<file path="config.mk">
export PLATFORM = sky130hd
export DESIGN_NAME = rocketcpu_wb_interconnect_flat
export DESIGN_NICKNAME = d
export VERILOG_FILES = /design/src/rtl/rocketcpu_wb_interconnect_if.sv /design/src/rtl/rocketcpu_wb_interconnect.sv /design/src/flat_wrapper.sv
export SDC_FILE = /design/constraint.sdc
export NUM_CORES = 1
export LEC_CHECK = 0
export CORE_AREA = 2 2 194 196
export CTS_CLUSTER_SIZE = 10
export DETAILED_ROUTE_END_ITERATION = 8
export DIE_AREA = 0 0 196 198
export GPL_TIMING_DRIVEN = 0
export HOLD_SLACK_MARGIN = 0.03
export SKIP_CTS_REPAIR_TIMING = 1
export SLEW_MARGIN = 30
export SYNTH_ARGS = -nofsm -noshare
export SYNTH_HDL_FRONTEND = slang
export SYNTH_SLANG_ARGS = --single-unit
</file>
<file path="constraint.sdc">
create_clock -name i_wb_clk -period 2.1 [get_ports i_wb_clk]
set_input_delay 0.42 -clock i_wb_clk [delete_from_list [all_inputs] [get_ports i_wb_clk]]
set_output_delay 0.42 -clock i_wb_clk [all_outputs]
set_load 0.02 [all_outputs]
</file>
<file path="src/rtl/rocketcpu_wb_interconnect_if.sv">
// Wishbone bus bundle between the master port and the N-slave fabric.
// Signal names are from the interconnect's point of view (i_ = into the interconnect).
interface rocketcpu_wb_interconnect_if #(
    parameter int unsigned NUM_SLAVES = 8
);
    logic [31:0]              i_wb_adr;
    logic [31:0]              i_wb_dat;
    logic [3:0]               i_wb_sel;
    logic                     i_wb_we;
    logic                     i_wb_cyc;
    logic [31:0]              o_wb_rdt;
    logic                     o_wb_ack;
    logic                     o_wb_err;
    logic [NUM_SLAVES-1:0]    o_s_cyc;
    logic [31:0]              o_s_adr;
    logic [31:0]              o_s_dat;
    logic [3:0]               o_s_sel;
    logic                     o_s_we;
    logic [NUM_SLAVES*32-1:0] i_s_rdt;
    logic [NUM_SLAVES-1:0]    i_s_ack;

    modport slave (
        input  i_wb_adr, i_wb_dat, i_wb_sel, i_wb_we, i_wb_cyc,
        output o_wb_rdt, o_wb_ack, o_wb_err,
        output o_s_cyc, o_s_adr, o_s_dat, o_s_sel, o_s_we,
        input  i_s_rdt, i_s_ack
    );

    modport master (
        output i_wb_adr, i_wb_dat, i_wb_sel, i_wb_we, i_wb_cyc,
        input  o_wb_rdt, o_wb_ack, o_wb_err,
        input  o_s_cyc, o_s_adr, o_s_dat, o_s_sel, o_s_we,
        output i_s_rdt, i_s_ack
    );
endinterface

</file>
<file path="src/rtl/rocketcpu_wb_interconnect.sv">
// Wishbone 1-to-N interconnect: table decode, registered response, bus error and timeout.
// Optional error interrupt enabled by defining WB_INTERCONNECT_ERR_IRQ_EN.
module rocketcpu_wb_interconnect #(
    parameter int unsigned              NUM_SLAVES = 8,
    parameter logic [NUM_SLAVES*32-1:0] SLAVE_BASE = '0,
    parameter logic [NUM_SLAVES*32-1:0] SLAVE_MASK = '0,
    parameter logic [NUM_SLAVES-1:0]    AUTO_ACK   = '0,
    parameter int unsigned              TIMEOUT    = 255
) (
    input  logic                              i_wb_clk,
    input  logic                              reset_n,
    rocketcpu_wb_interconnect_if.slave        bus,
`ifdef WB_INTERCONNECT_ERR_IRQ_EN
    output logic                              o_err_irq,
    input  logic                              i_err_clr,
`endif
    output logic [31:0]                       o_err_adr,
    output logic [15:0]                       o_err_count
);

    typedef enum logic [1:0] {StIdle, StBusy, StErr, StDone} state_e;

    state_e                r_state, w_state_d;
    logic [NUM_SLAVES-1:0] r_sel, w_sel_d;
    logic [15:0]           r_cnt, w_cnt_d;
    logic [31:0]           r_rdt, w_rdt_d;
    logic                  r_ack, w_ack_d;
    logic                  r_err, w_err_d;
    logic [31:0]           r_err_adr, w_err_adr_d;
    logic [15:0]           r_err_count, w_err_count_d;

    logic [NUM_SLAVES-1:0] w_hit, w_dec, w_s_cyc;
    logic [31:0]           w_sel_rdt;
    logic                  w_resp;

    // Lowest-index hit wins: isolate the least significant set bit.
    always_comb begin
        w_hit = '0;
        for (int i = 0; i < int'(NUM_SLAVES); i++) begin
            w_hit[i] = (bus.i_wb_adr & SLAVE_MASK[32*i +: 32]) == SLAVE_BASE[32*i +: 32];
        end
        w_dec = w_hit & (~w_hit + NUM_SLAVES'(1));
    end

    always_comb begin
        w_sel_rdt = '0;
        for (int i = 0; i < int'(NUM_SLAVES); i++) begin
            if (r_sel[i]) w_sel_rdt = bus.i_s_rdt[32*i +: 32];
        end
    end

    assign w_resp = |(r_sel & (bus.i_s_ack | AUTO_ACK));

    always_comb begin
        w_state_d     = r_state;
        w_sel_d       = r_sel;
        w_cnt_d       = r_cnt;
        w_rdt_d       = r_rdt;
        w_ack_d       = 1'b0;
        w_err_d       = 1'b0;
        w_err_adr_d   = r_err_adr;
        w_err_count_d = r_err_count;
        w_s_cyc       = '0;
        case (r_state)
            StIdle: begin
                if (bus.i_wb_cyc) begin
                    if (|w_dec) begin
                        w_sel_d   = w_dec;
                        w_cnt_d   = '0;
                        w_state_d = StBusy;
                    end else begin
                        w_state_d = StErr;
                    end
                end
            end
            StBusy: begin
                if (!bus.i_wb_cyc) begin
                    w_state_d = StIdle;
                end else begin
                    w_s_cyc = r_sel;
                    w_cnt_d = r_cnt + 16'd1;
                    if (w_resp) begin
                        w_rdt_d   = w_sel_rdt;
                        w_ack_d   = 1'b1;
                        w_state_d = StDone;
                    end else if (r_cnt == 16'(TIMEOUT - 1)) begin
                        w_state_d = StErr;
                    end
                end
            end
            StErr: begin
                w_ack_d       = 1'b1;
                w_err_d       = 1'b1;
                w_rdt_d       = '0;
                w_err_adr_d   = bus.i_wb_adr;
                w_err_count_d = (r_err_count == 16'hFFFF) ? r_err_count : r_err_count + 16'd1;
                w_state_d     = StDone;
            end
            StDone:  w_state_d = StIdle;
            default: w_state_d = StIdle;
        endcase
    end

    always_ff @(posedge i_wb_clk or negedge reset_n) begin
        if (!reset_n) begin
            r_state     <= StIdle;
            r_sel       <= '0;
            r_cnt       <= '0;
            r_rdt       <= '0;
            r_ack       <= 1'b0;
            r_err       <= 1'b0;
            r_err_adr   <= '0;
            r_err_count <= '0;
        end else begin
            r_state     <= w_state_d;
            r_sel       <= w_sel_d;
            r_cnt       <= w_cnt_d;
            r_rdt       <= w_rdt_d;
            r_ack       <= w_ack_d;
            r_err       <= w_err_d;
            r_err_adr   <= w_err_adr_d;
            r_err_count <= w_err_count_d;
        end
    end

`ifdef WB_INTERCONNECT_ERR_IRQ_EN
    logic r_irq;

    // Error set has priority over a clear in the same cycle.
    always_ff @(posedge i_wb_clk or negedge reset_n) begin
        if (!reset_n) begin
            r_irq <= 1'b0;
        end else if (r_err) begin
            r_irq <= 1'b1;
        end else if (i_err_clr) begin
            r_irq <= 1'b0;
        end
    end

    assign o_err_irq = r_irq | r_err;
`endif

    assign bus.o_s_adr  = bus.i_wb_adr;
    assign bus.o_s_dat  = bus.i_wb_dat;
    assign bus.o_s_sel  = bus.i_wb_sel;
    assign bus.o_s_we   = bus.i_wb_we;
    assign bus.o_s_cyc  = w_s_cyc;
    assign bus.o_wb_rdt = r_rdt;
    assign bus.o_wb_ack = r_ack;
    assign bus.o_wb_err = r_err;
    assign o_err_adr    = r_err_adr;
    assign o_err_count  = r_err_count;

endmodule

</file>
<file path="src/flat_wrapper.sv">
// flat-port wrapper written by rule: the top's interface ports become plain ports
module rocketcpu_wb_interconnect_flat 
#(
    parameter int unsigned              NUM_SLAVES = 8,
    parameter logic [NUM_SLAVES*32-1:0] SLAVE_BASE = '0,
    parameter logic [NUM_SLAVES*32-1:0] SLAVE_MASK = '0,
    parameter logic [NUM_SLAVES-1:0]    AUTO_ACK   = '0,
    parameter int unsigned              TIMEOUT    = 255
)
  (i_wb_clk, reset_n, o_err_adr, o_err_count, bus_i_wb_adr, bus_i_wb_dat, bus_i_wb_sel, bus_i_wb_we, bus_i_wb_cyc, bus_o_wb_rdt, bus_o_wb_ack, bus_o_wb_err, bus_o_s_cyc, bus_o_s_adr, bus_o_s_dat, bus_o_s_sel, bus_o_s_we, bus_i_s_rdt, bus_i_s_ack);
  rocketcpu_wb_interconnect_if #(.NUM_SLAVES(NUM_SLAVES)) bus_i ();
  input  logic i_wb_clk;
  input  logic reset_n;
  output logic [31:0] o_err_adr;
  output logic [15:0] o_err_count;
  input wire logic [$bits(bus_i.i_wb_adr)-1:0] bus_i_wb_adr;
  input wire logic [$bits(bus_i.i_wb_dat)-1:0] bus_i_wb_dat;
  input wire logic [$bits(bus_i.i_wb_sel)-1:0] bus_i_wb_sel;
  input wire logic [$bits(bus_i.i_wb_we)-1:0] bus_i_wb_we;
  input wire logic [$bits(bus_i.i_wb_cyc)-1:0] bus_i_wb_cyc;
  output wire logic [$bits(bus_i.o_wb_rdt)-1:0] bus_o_wb_rdt;
  output wire logic [$bits(bus_i.o_wb_ack)-1:0] bus_o_wb_ack;
  output wire logic [$bits(bus_i.o_wb_err)-1:0] bus_o_wb_err;
  output wire logic [$bits(bus_i.o_s_cyc)-1:0] bus_o_s_cyc;
  output wire logic [$bits(bus_i.o_s_adr)-1:0] bus_o_s_adr;
  output wire logic [$bits(bus_i.o_s_dat)-1:0] bus_o_s_dat;
  output wire logic [$bits(bus_i.o_s_sel)-1:0] bus_o_s_sel;
  output wire logic [$bits(bus_i.o_s_we)-1:0] bus_o_s_we;
  input wire logic [$bits(bus_i.i_s_rdt)-1:0] bus_i_s_rdt;
  input wire logic [$bits(bus_i.i_s_ack)-1:0] bus_i_s_ack;
  assign bus_i.i_wb_adr = bus_i_wb_adr;
  assign bus_i.i_wb_dat = bus_i_wb_dat;
  assign bus_i.i_wb_sel = bus_i_wb_sel;
  assign bus_i.i_wb_we = bus_i_wb_we;
  assign bus_i.i_wb_cyc = bus_i_wb_cyc;
  assign bus_o_wb_rdt = bus_i.o_wb_rdt;
  assign bus_o_wb_ack = bus_i.o_wb_ack;
  assign bus_o_wb_err = bus_i.o_wb_err;
  assign bus_o_s_cyc = bus_i.o_s_cyc;
  assign bus_o_s_adr = bus_i.o_s_adr;
  assign bus_o_s_dat = bus_i.o_s_dat;
  assign bus_o_s_sel = bus_i.o_s_sel;
  assign bus_o_s_we = bus_i.o_s_we;
  assign bus_i.i_s_rdt = bus_i_s_rdt;
  assign bus_i.i_s_ack = bus_i_s_ack;
  rocketcpu_wb_interconnect #(.NUM_SLAVES(NUM_SLAVES), .SLAVE_BASE(SLAVE_BASE), .SLAVE_MASK(SLAVE_MASK), .AUTO_ACK(AUTO_ACK), .TIMEOUT(TIMEOUT)) u_core (.i_wb_clk(i_wb_clk), .reset_n(reset_n), .bus(bus_i), .o_err_adr(o_err_adr), .o_err_count(o_err_count));
endmodule
</file>
==> impl_results.rst <==
.. list-table::
   :header-rows: 1

   * - Metric
     - Value
   * - Status
     - complete, no violations
   * - Post-route cell area
     - 0.00825 mm2
   * - Share of power burned in registers
     - 34.1%
   * - TritonCTS clock tree
     - done
   * - Final standard cell utilization of the core
     - 22.3%
   * - Share of synthesized area occupied by flip-flops and latches
     - 50.2%
   * - Setup crit start
     - bus_i_wb_adr[10]
   * - Max-cap violations
     - 0
   * - Shortest clock period the worst path allows after layout
     - 2.07 ns
   * - Nature of the critical path endpoint
     - output pin
   * - Clock transition time at the flip-flop clock pins of the worst setup and hold paths
     - 0.07 ns
   * - Instance count after placement with tap cells included
     - 1,188
   * - Required time of the critical path
     - 1.68 ns
   * - CTS max path bufs
     - 2
   * - Half-perimeter wire length after placement
     - 11,000 um
   * - Maximum clock frequency
     - 0.483 GHz
   * - Final worst-path cycle share
     - 98.5%
   * - Startpoint of the worst-slack reg-to-reg timing path
     - u_core.r_state[0]
   * - Share of layout cells above drive strength 1
     - 22.9%
   * - I/O pins
     - 495
   * - Filler cell count
     - 3,978
   * - Area inside the core boundary
     - 0.0370 mm2
   * - Yosys cell types
     - 45
   * - Switching power
     - 3.36 mW
   * - Row count
     - 71
   * - Post-synthesis average cell area
     - 10.3 um2
   * - RSZ-0062 raised after global routing
     - yes
   * - Total global-route track usage
     - 7.24%
   * - Accumulated negative setup slack
     - 0 ns
   * - Num Clock Sinks
     - 101
   * - Post-route antenna net violation count
     - 0
   * - Initial standard-cell utilization of the core
     - 13.6%
   * - Wire length per cell
     - 12.0 um
   * - Endpoint of the worst-slack reg-to-reg timing path
     - u_core.o_err_adr[25]
   * - Clk Tree Root Cell
     - sky130_fd_sc_hd__clkbuf_16
   * - Register-to-register setup slack
     - 0.13 ns
   * - Number of global-route vias before repair
     - 4,172
   * - Top fanout value on the critical path
     - 2
   * - Sum of overflow across all layers after global routing
     - 0
   * - Global-route wire length before repair
     - 22,000 um
   * - Worst clock skew
     - 0.0178 ns
   * - Total number of H-tree levels
     - 3
   * - Share of power burned in the clock network
     - 19.8%
   * - Proportion of register bits with asynchronous set or reset after synthesis
     - 100%
   * - Internal Power
     - 5.50 mW
   * - Switching share of power
     - 37.9%
   * - Detailed-route wire length
     - 14,500 um
   * - Number of cells on the worst reg-to-reg path
     - 5
   * - Number of nets in the final layout
     - 1,071
   * - Filler-free cell count of the finished design
     - 1,207
   * - Count of routing violations after the opening detailed-route iteration
     - 131
   * - Count of input and output buffers
     - 218
   * - Critical path data arrival time
     - 1.65 ns
   * - Horizontal die dimension
     - 196 um
   * - Final GP Congestion
     - 0.772
   * - CP endpoint
     - bus_o_s_adr[10]
   * - Pin count of the biggest net entering global routing
     - 66
   * - Power Dens Cells
     - 1070 mW/mm2
   * - Synth Instances
     - 489
   * - Total iterations of the first detailed-routing run
     - 4
   * - Die footprint
     - 0.0388 mm2
   * - Die Y
     - 198 um
   * - Critical path startpoint category
     - primary input
   * - Pins over their slew limit
     - 0
   * - Number of DRC violations after detailed routing
     - 0
   * - Per-cell via count in the routed design
     - 3.54
   * - Cell Area, Placed
     - 0.00787 mm2
   * - Post-Syn Area
     - 0.00504 mm2
   * - Via count
     - 4,269
   * - Type of the worst setup path
     - in2out
   * - Worst skew pair latency
     - 0.36 ns
   * - Growth of design area from synthesis to finish
     - 63.8%
   * - Antenna violations before repair
     - 1
   * - Final setup vio count
     - 0
   * - Part of the power in combinational logic
     - 46.1%
   * - Number of flops mapped to enable cells by yosys
     - 0
   * - Antenna cells
     - 0
   * - IR Drop Worst-Case VDD
     - 0.429 mV
   * - Number of CTS-inserted buffers
     - 9
   * - Kind of path behind the tightest hold check
     - in2reg
   * - Main flop type after synthesis
     - sky130_fd_sc_hd__dfrtp_1
   * - Count of synthesis-stage warnings from yosys
     - 0
   * - Flip-flop and latch count after synthesis
     - 101
   * - Leakage component of the power
     - 3.46 nW
   * - Number of hold violations in the final report
     - 0
-- flip-flops by register name, summed over array words and instances, names as in the netlist, named ones only --
name                 flops
u_core.bus.o_wb_ack      1
u_core.r_sel             1
u_core.o_err_count      16
u_core.bus.o_wb_err      1
u_core.r_state           1
u_core.r_cnt            16
u_core.o_err_adr        32
u_core.bus.o_wb_rdt     32
-- stage by stage --
stage | power (mW) | hold slack (ns) | setup slack (ns)
finish | 8.86 | 0.444 | 0.0316
global route | 9.43 | 0.451 | -0.0351
CTS | 8.94 | -0.0922 | -0.465
detailed placement | 7.10 | 0.317 | -0.413
global placement | 7.04 | 0.487 | -3.61
floorplan | 5.10 | 0.124 | 0.286
-- area by class of cell --
cell class | count | area (um2) | share of cell area [%]
buffer | 95 | 673 | 8.16
clock buffer | 9 | 225 | 2.73
timing repair buffer | 222 | 2250 | 27.3
inverter | 42 | 158 | 1.91
tap | 474 | 593 | 7.19
clock inverter | 7 | 73.8 | 0.894
sequential | 101 | 2530 | 30.6
multi-input combinational | 257 | 1750 | 21.2
-- worst min-delay path by stage --
| stage | startpoint | endpoint | depth (start not counted) |
|---|---|---|---|
| 5_1_grt | bus_i_wb_cyc | u_core.r_sel[0] | 2 |
| 4_1_cts | reset_n | u_core.o_err_adr[24] | 1 |
| 2_1_floorplan | reset_n | asynchronous set/reset pin | 0 |
| 6_report | bus_i_wb_cyc | u_core.r_sel[0] | 2 |
| 3_3_place_gp | u_core.o_err_adr[29] | u_core.o_err_adr[29] | 1 |
| 3_5_place_dp | reset_n | u_core.o_err_adr[24] | 1 |
-- synthesized netlist by cell type (all sizes together) (4+ instances only) --
library cell | n | area [um2]
ha | 7 | 87.6
buf | 85 | 616
xor2 | 4 | 35.0
nor2 | 31 | 119
xnor2 | 14 | 123
clkbuf | 10 | 37.5
nand2 | 14 | 52.6
mux2 | 38 | 432
nor3 | 8 | 40.0
nor2b | 4 | 25.0
nand3 | 46 | 230
nor4 | 6 | 43.8
nand4 | 6 | 52.6
a31oi | 4 | 25.0
o21ai | 37 | 185
dfrtp | 101 | 2530
inv | 42 | 158
a21oi | 7 | 35.0
-- cells by family (layout without fill, tap and decap cells) --
family | count (synthesis) | count (layout) | synth area share (%)
compound gates | 58 | 58 | 6.75
xor+xnor | 18 | 18 | 3.13
fa+ha+maj | 7 | 7 | 1.74
buf+inv | 137 | 375 | 16.1
flops | 101 | 101 | 50.2
mux | 39 | 39 | 8.77
other cells | 1 | 7 | 0.0744
simple gates | 128 | 128 | 13.3
-- power groups by stage --
stage / sequential, mW / clock (mW) / combinational [mW]
3_5_place_dp: 3.05 / 0 / 4.04
3_3_place_gp: 3.04 / 0 / 3.99
4_1_cts: 3.03 / 1.85 / 4.06
2_1_floorplan: 3.77 / 0 / 1.33
5_1_grt: 3.11 / 1.92 / 4.40
6_report: 3.02 / 1.75 / 4.09
-- cell usage in the layout, fill, tap and decap left out, types with 7 or more instances in the layout --
cell / count
sky130_fd_sc_hd__mux2_2: 37
sky130_fd_sc_hd__clkbuf_16: 9
sky130_fd_sc_hd__inv_1: 41
sky130_fd_sc_hd__clkbuf_2: 8
sky130_fd_sc_hd__xnor2_1: 14
sky130_fd_sc_hd__nand2_1: 14
sky130_fd_sc_hd__conb_1: 7
sky130_fd_sc_hd__a21oi_1: 7
sky130_fd_sc_hd__nand3_1: 46
sky130_fd_sc_hd__buf_4: 77
sky130_fd_sc_hd__nor2_1: 29
sky130_fd_sc_hd__dfrtp_1: 101
sky130_fd_sc_hd__o21ai_0: 37
sky130_fd_sc_hd__clkdlybuf4s50_1: 214
sky130_fd_sc_hd__nor3_1: 8
-- metal layers --
layer  track usage, %  routed length, um
met1             8.55               6180
met2             12.4               6840
met3             2.69               1280
met4             1.85                140
met5                0                 16
-- worst max-delay path: stages --
cell                              delay (ns)
sky130_fd_sc_hd__clkdlybuf4s50_1        0.52
sky130_fd_sc_hd__buf_4                  0.12
sky130_fd_sc_hd__clkdlybuf4s50_1        0.59
(Power assumes the default switching activity.)
==> RTL edit 1: new RTL, same flow settings <==
Re-encode `state_e` (4 states) as one-hot, 4 bits wide.
--- a/src/rtl/rocketcpu_wb_interconnect.sv
+++ b/src/rtl/rocketcpu_wb_interconnect.sv
@@ -19,5 +19,5 @@
 );
 
-    typedef enum logic [1:0] {StIdle, StBusy, StErr, StDone} state_e;
+    typedef enum logic [3:0] {StIdle = 4'b0001, StBusy = 4'b0010, StErr = 4'b0100, StDone = 4'b1000} state_e;
 
     state_e                r_state, w_state_d;
Behaviour: same outputs for any inputs over 4 cycles, from zero or initial values and one cycle with reset_n low; so few cycles prove little.
==> RTL edit 1 against the original RTL <==
- the flow now finishes with violations (setup timing)
- synthesized area down 0.40%
- sequential cell count increased by 2
- critical path depth grew 2
- final area up 0.30%
- first-iteration DRC count down 13%
- critical path type is now flip-flop to flip-flop
- wire length is 5.1% higher
- register-to-register slack worse by 0.18 ns
- setup slack worse by 0.081 ns
- non-clock buffer count is 5 higher
Power is not compared: it rests on default switching activity, and its combinational part moved more than twofold at a synthesized area within 25%.
==> RTL edit 1: results (changes against the original RTL) <==
Synth
  • Largest family of logic cells by synthesized area: simple AND/OR/NAND/NOR gates (was buffers and inverters)
  • Commonest cells post-synth: nand2_1, dfrtp_1, buf_4, o21ai_0, nand3_1 (was dfrtp_1, buf_4, nand3_1, inv_1)
  • Async S/R FF share, synth: 100.0% (unchanged)
  • Mux cell area share after synthesis: 0.4238% (was 8.766%)
  • Adder-Cell Fraction of Synth Area: 0.7479% (was 1.738%)
  • Netlist cell types: 40 (was 45)
  • XOR/XNOR Fraction of Synth Area: 3.839% (was 3.129%)
  • Compound-Gate Fraction of Synth Area: 6.133% (was 6.754%)
  • Sequential share of the synthesized area: 51.38% (was 50.16%)
  • Top cells by area, synth: dfrtp_1, buf_4, nand2_1, o21ai_0, nand3_1 (was dfrtp_1, buf_4, mux2_2, nand3_1, o21ai_0)

Routing
  • Routed len/inst: 11.99 um (was 11.98 um)
  • Vias: 4444 (was 4269)
  • Number of DRC markers in iteration 0: 114 (was 131)

Setup path
  • Worst-path maximum fanout: 8 (was 2)
  • Largest stage delay on the critical path: 0.55 ns (was 0.59 ns)
  • Worst EP arrival: 2.43 ns (was 1.65 ns)
  • Highest-delay cell along the critical path: or4_1 (was clkdlybuf4s50_1)

Global routing
  • Total track usage: 7.620% (was 7.240%)
  • First-pass GRT wire length: 23170 um (was 21990 um)
  • Number of global-route vias before repair: 4296 (was 4172)
  • Antenna violations before repair: 0 (was 1)
  • Pin count of the biggest net entering global routing: 58 (was 66)

Cells and area
  • Nets@finish: 1127 (was 1071)
  • Share of layout cells above drive strength 1: 16.77% (was 22.92%)
  • Diode count: 0 (unchanged)

Min path
  • Worst min-delay path class: input port to flip-flop (unchanged)

Placed design
  • Final HPWL DP: 11850 um (was 11000 um)
  • DP Area: 7859 um2 (was 7869 um2)
  • RePlAce Congestion: 0.7701 (was 0.7721)
  • Port Buffers: 219 (was 218)
  • Pre-CTS setup slack: -1.114 ns (was -0.4127 ns)

Status
  • Outcome: complete, but fails checks (was finished clean)
  • Failing checks: setup timing

CTS
  • Reg clk slew, reported paths: 0.07 ns (about the same)
  • H-tree depth: 3 (unchanged)

Timing
  • Final worst clock skew: 0.007628 ns (was 0.01779 ns)
  • Final setup violation count: 3 (was 0)
  • Final setup TNS: -0.1008 ns (was 0 ns)
  • Setup ws final: -0.04979 ns (was 0.03156 ns)
RTL edit 1: power breakdown:
part           leakage [uW]  switching, uW  internal, uW
logic               0.00220            825           847
registers           0.00123            157          2230
clock network      0.000140            839           833
RTL edit 1: layer usage:
metal / track usage, % / vias to the layer above / share of wire (%)
li1: - / 2205 / -
met1: 9.465 / 2041 / 45
met2: 12.44 / 190 / 45
met3: 3.015 / 8 / 9.2
met4: 1.684 / 0 / 0.91
met5: 0 / - / 0
RTL edit 1: per-stage QoR:
stage | power (uW) | instances
3_5_place_dp | 4107 | 1252
2_1_floorplan | 3188 | 558
3_3_place_gp | 4086 | 1251
6_report | 5735 | 1267
4_1_cts | 5846 | 1268
5_1_grt | 6050 | 1267
RTL edit 1: logic make-up (layout without fill, tap and decap cells):
logic type,Yosys count,after routing
xor gates and xnor gates,22,22
adders and majority gates,3,3
and+or+nand+nor,222,222
muxes,2,2
AOI/OAI and AO/OA,57,57
DFF,103,103
other,1,7
buffers and inverters,142,377
RTL edit 1: cell type report:
| class | count | area [um2] |
|---|---|---|
| clock buffer | 9 | 225.2 |
| clock inverter | 7 | 65.06 |
| inverter | 39 | 148.9 |
| multi-input combinational | 313 | 1697 |
| fill | 4025 | 28680 |
| timing repair buffer | 224 | 2266 |
| sequential | 103 | 2579 |
| buffer | 98 | 705.7 |
| tap | 474 | 593.1 |
RTL edit 1: worst paths after layout:
kind	start	end	slack (ns)	cells after the start
max	u_core.r_state[3]	u_core.r_cnt[15]	-0.05	5
min	bus_i_wb_cyc	u_core.r_state[0]	0.45	4
max reg2reg	u_core.r_state[3]	u_core.r_cnt[15]	-0.05	5
min reg2reg	u_core.o_err_adr[23]	u_core.o_err_adr[23]	0.47	2
max in group asynchronous	reset_n	u_core.r_state[0]	0.92	3
min in group asynchronous	reset_n	u_core.o_err_adr[22]	0.53	2
RTL edit 1: worst max-delay path, delay by kind of cell (launching register included):
family                 cells  cell delay (ns)
AO/OA/AOI/OAI              1             0.14
buffers and inverters      1             0.15
flip-flops                 1             0.40
AND/OR/NAND/NOR            3             1.39
==> RTL edit 2: new RTL, same settings <==
Without the edit above. `AUTO_ACK` is set to '0 in 2 places; all go to 1.
--- a/src/rtl/rocketcpu_wb_interconnect.sv
+++ b/src/rtl/rocketcpu_wb_interconnect.sv
@@ -5,5 +5,5 @@
     parameter logic [NUM_SLAVES*32-1:0] SLAVE_BASE = '0,
     parameter logic [NUM_SLAVES*32-1:0] SLAVE_MASK = '0,
-    parameter logic [NUM_SLAVES-1:0]    AUTO_ACK   = '0,
+    parameter logic [NUM_SLAVES-1:0]    AUTO_ACK   = 1,
     parameter int unsigned              TIMEOUT    = 255
 ) (
--- a/src/flat_wrapper.sv
+++ b/src/flat_wrapper.sv
@@ -5,5 +5,5 @@
     parameter logic [NUM_SLAVES*32-1:0] SLAVE_BASE = '0,
     parameter logic [NUM_SLAVES*32-1:0] SLAVE_MASK = '0,
-    parameter logic [NUM_SLAVES-1:0]    AUTO_ACK   = '0,
+    parameter logic [NUM_SLAVES-1:0]    AUTO_ACK   = 1,
     parameter int unsigned              TIMEOUT    = 255
 )
Check against the original RTL: not equivalent (a bounded check fails within 4 cycles, from zero or initial values and one cycle with reset_n low).
==> RTL edit 2 against the original RTL <==
- final area fell by 1.3%
- synthesized area fell by 1.3%
- clock skew fell by 0.0078 ns
- critical endpoint is now bus_o_s_adr[6]
- critical path depth did not move
- wire length rose by 0.58%
- sequential power rose by 2%
- power rose by 6.1%
- highest routed layer unchanged
- sequential cell count did not move
- first-iteration DRC count fell by 50%
- setup slack got worse by 0.0050 ns
==> RTL edit 2: results (changes against the original RTL) <==
Routing
  • Met3 WL: 1591 um (was 1278 um)
  • Number of vias per cell: 3.446 (was 3.537)
  • Wl on met1: 5752 um (was 6182 um)
  • Number of DRC markers in iteration 0: 65 (was 131)
  • Routed len/inst: 12.21 um (was 11.98 um)
  • Metal2 WL: 6848 um (was 6837 um)

Placed design
  • DP Area: 7790 um2 (was 7869 um2)
  • Port Buffers: 217 (was 218)
  • Pre-CTS setup slack: -0.2971 ns (was -0.4127 ns)
  • RePlAce Congestion: 0.7330 (was 0.7721)
  • Final HPWL DP: 11320 um (was 11000 um)

Setup path
  • RR Endpoint: u_core.o_err_count[13] (was u_core.o_err_adr[25])
  • Crit. Startpoint: bus_i_wb_adr[6] (was bus_i_wb_adr[10])
  • Crit path to: bus_o_s_adr[6] (was bus_o_s_adr[10])

Global routing
  • GR Layer Usage met1: 7.867% (was 8.552%)
  • Pin count of the biggest net entering global routing: 60 (was 66)
  • Grt met3 use: 3.594% (was 2.691%)
  • Antenna violations before repair: 2 (was 1)
  • First-pass GRT wire length: 22240 um (was 21990 um)

Cells and area
  • Share of layout cells above drive strength 1: 22.45% (was 22.92%)
  • Multi-input gate area: 1738 um2 (was 1749 um2)
  • Filler Cell Count: 4014 (was 3978)
  • Nets@finish: 1055 (was 1071)

Synth
  • Mux cell area share after synthesis: 7.899% (was 8.766%)
  • Sequential share of the synthesized area: 50.82% (was 50.16%)
  • XOR/XNOR Fraction of Synth Area: 4.403% (was 3.129%)
  • Adder-Cell Fraction of Synth Area: 1.761% (was 1.738%)
  • Top cells by area, synth: dfrtp_1, buf_4, mux2_2, nand2_1, xnor2_1 (was dfrtp_1, buf_4, mux2_2, nand3_1, o21ai_0)
  • Netlist cell types: 43 (was 45)
  • Compound-Gate Fraction of Synth Area: 7.346% (was 6.754%)

Timing
  • Fmax: 482.3 MHz (was 483.5 MHz)
  • Final worst clock skew: 0.01004 ns (was 0.01779 ns)

Power
  • Switch share: 38.56% (was 37.89%)
  • Combinational share of power: 49.8% (was 46.1%)
  • Max VDD drop: 0.5218 mV (was 0.4292 mV)
  • Flop pwr share: 32.7% (was 34.1%)

Min path
  • Worst min-delay path class: input port to asynchronous set/reset pin (was input port to flip-flop)

Status
  • Outcome: finished clean (unchanged)
-- RTL edit 2: worst max-delay path: stages --
cell             delay (ns)
clkdlybuf4s50_1        0.52
buf_4                  0.12
clkdlybuf4s50_1        0.59
-- RTL edit 2: final cells by class --
cell class,count,area share [%]
inverters,10,0.4609
clock buffers,9,2.765
repair buffers,221,27.41
multi-input cells,272,21.34
clock inverters,7,0.7221
flip-flops and latches,101,31.03
plain buffers,97,8.988
well taps,474,7.282
-- RTL edit 2: cells by family (layout without fill, tap and decap cells) --
family | count (synthesis) | after routing
muxes | 35 | 35
adders and majority gates | 7 | 7
buffers and inverters | 107 | 344
DFF | 101 | 101
AOI/OAI and AO/OA | 60 | 60
and+or+nand+nor | 138 | 138
xor gates and xnor gates | 25 | 25
other | 1 | 7
-- RTL edit 2: through the flow --
step	cells	power [uW]
after floorplan	480	5529
after global placement	1171	7726
after detailed placement	1172	7792
after CTS	1188	9509
after global routing	1191	10060
final	1191	9408
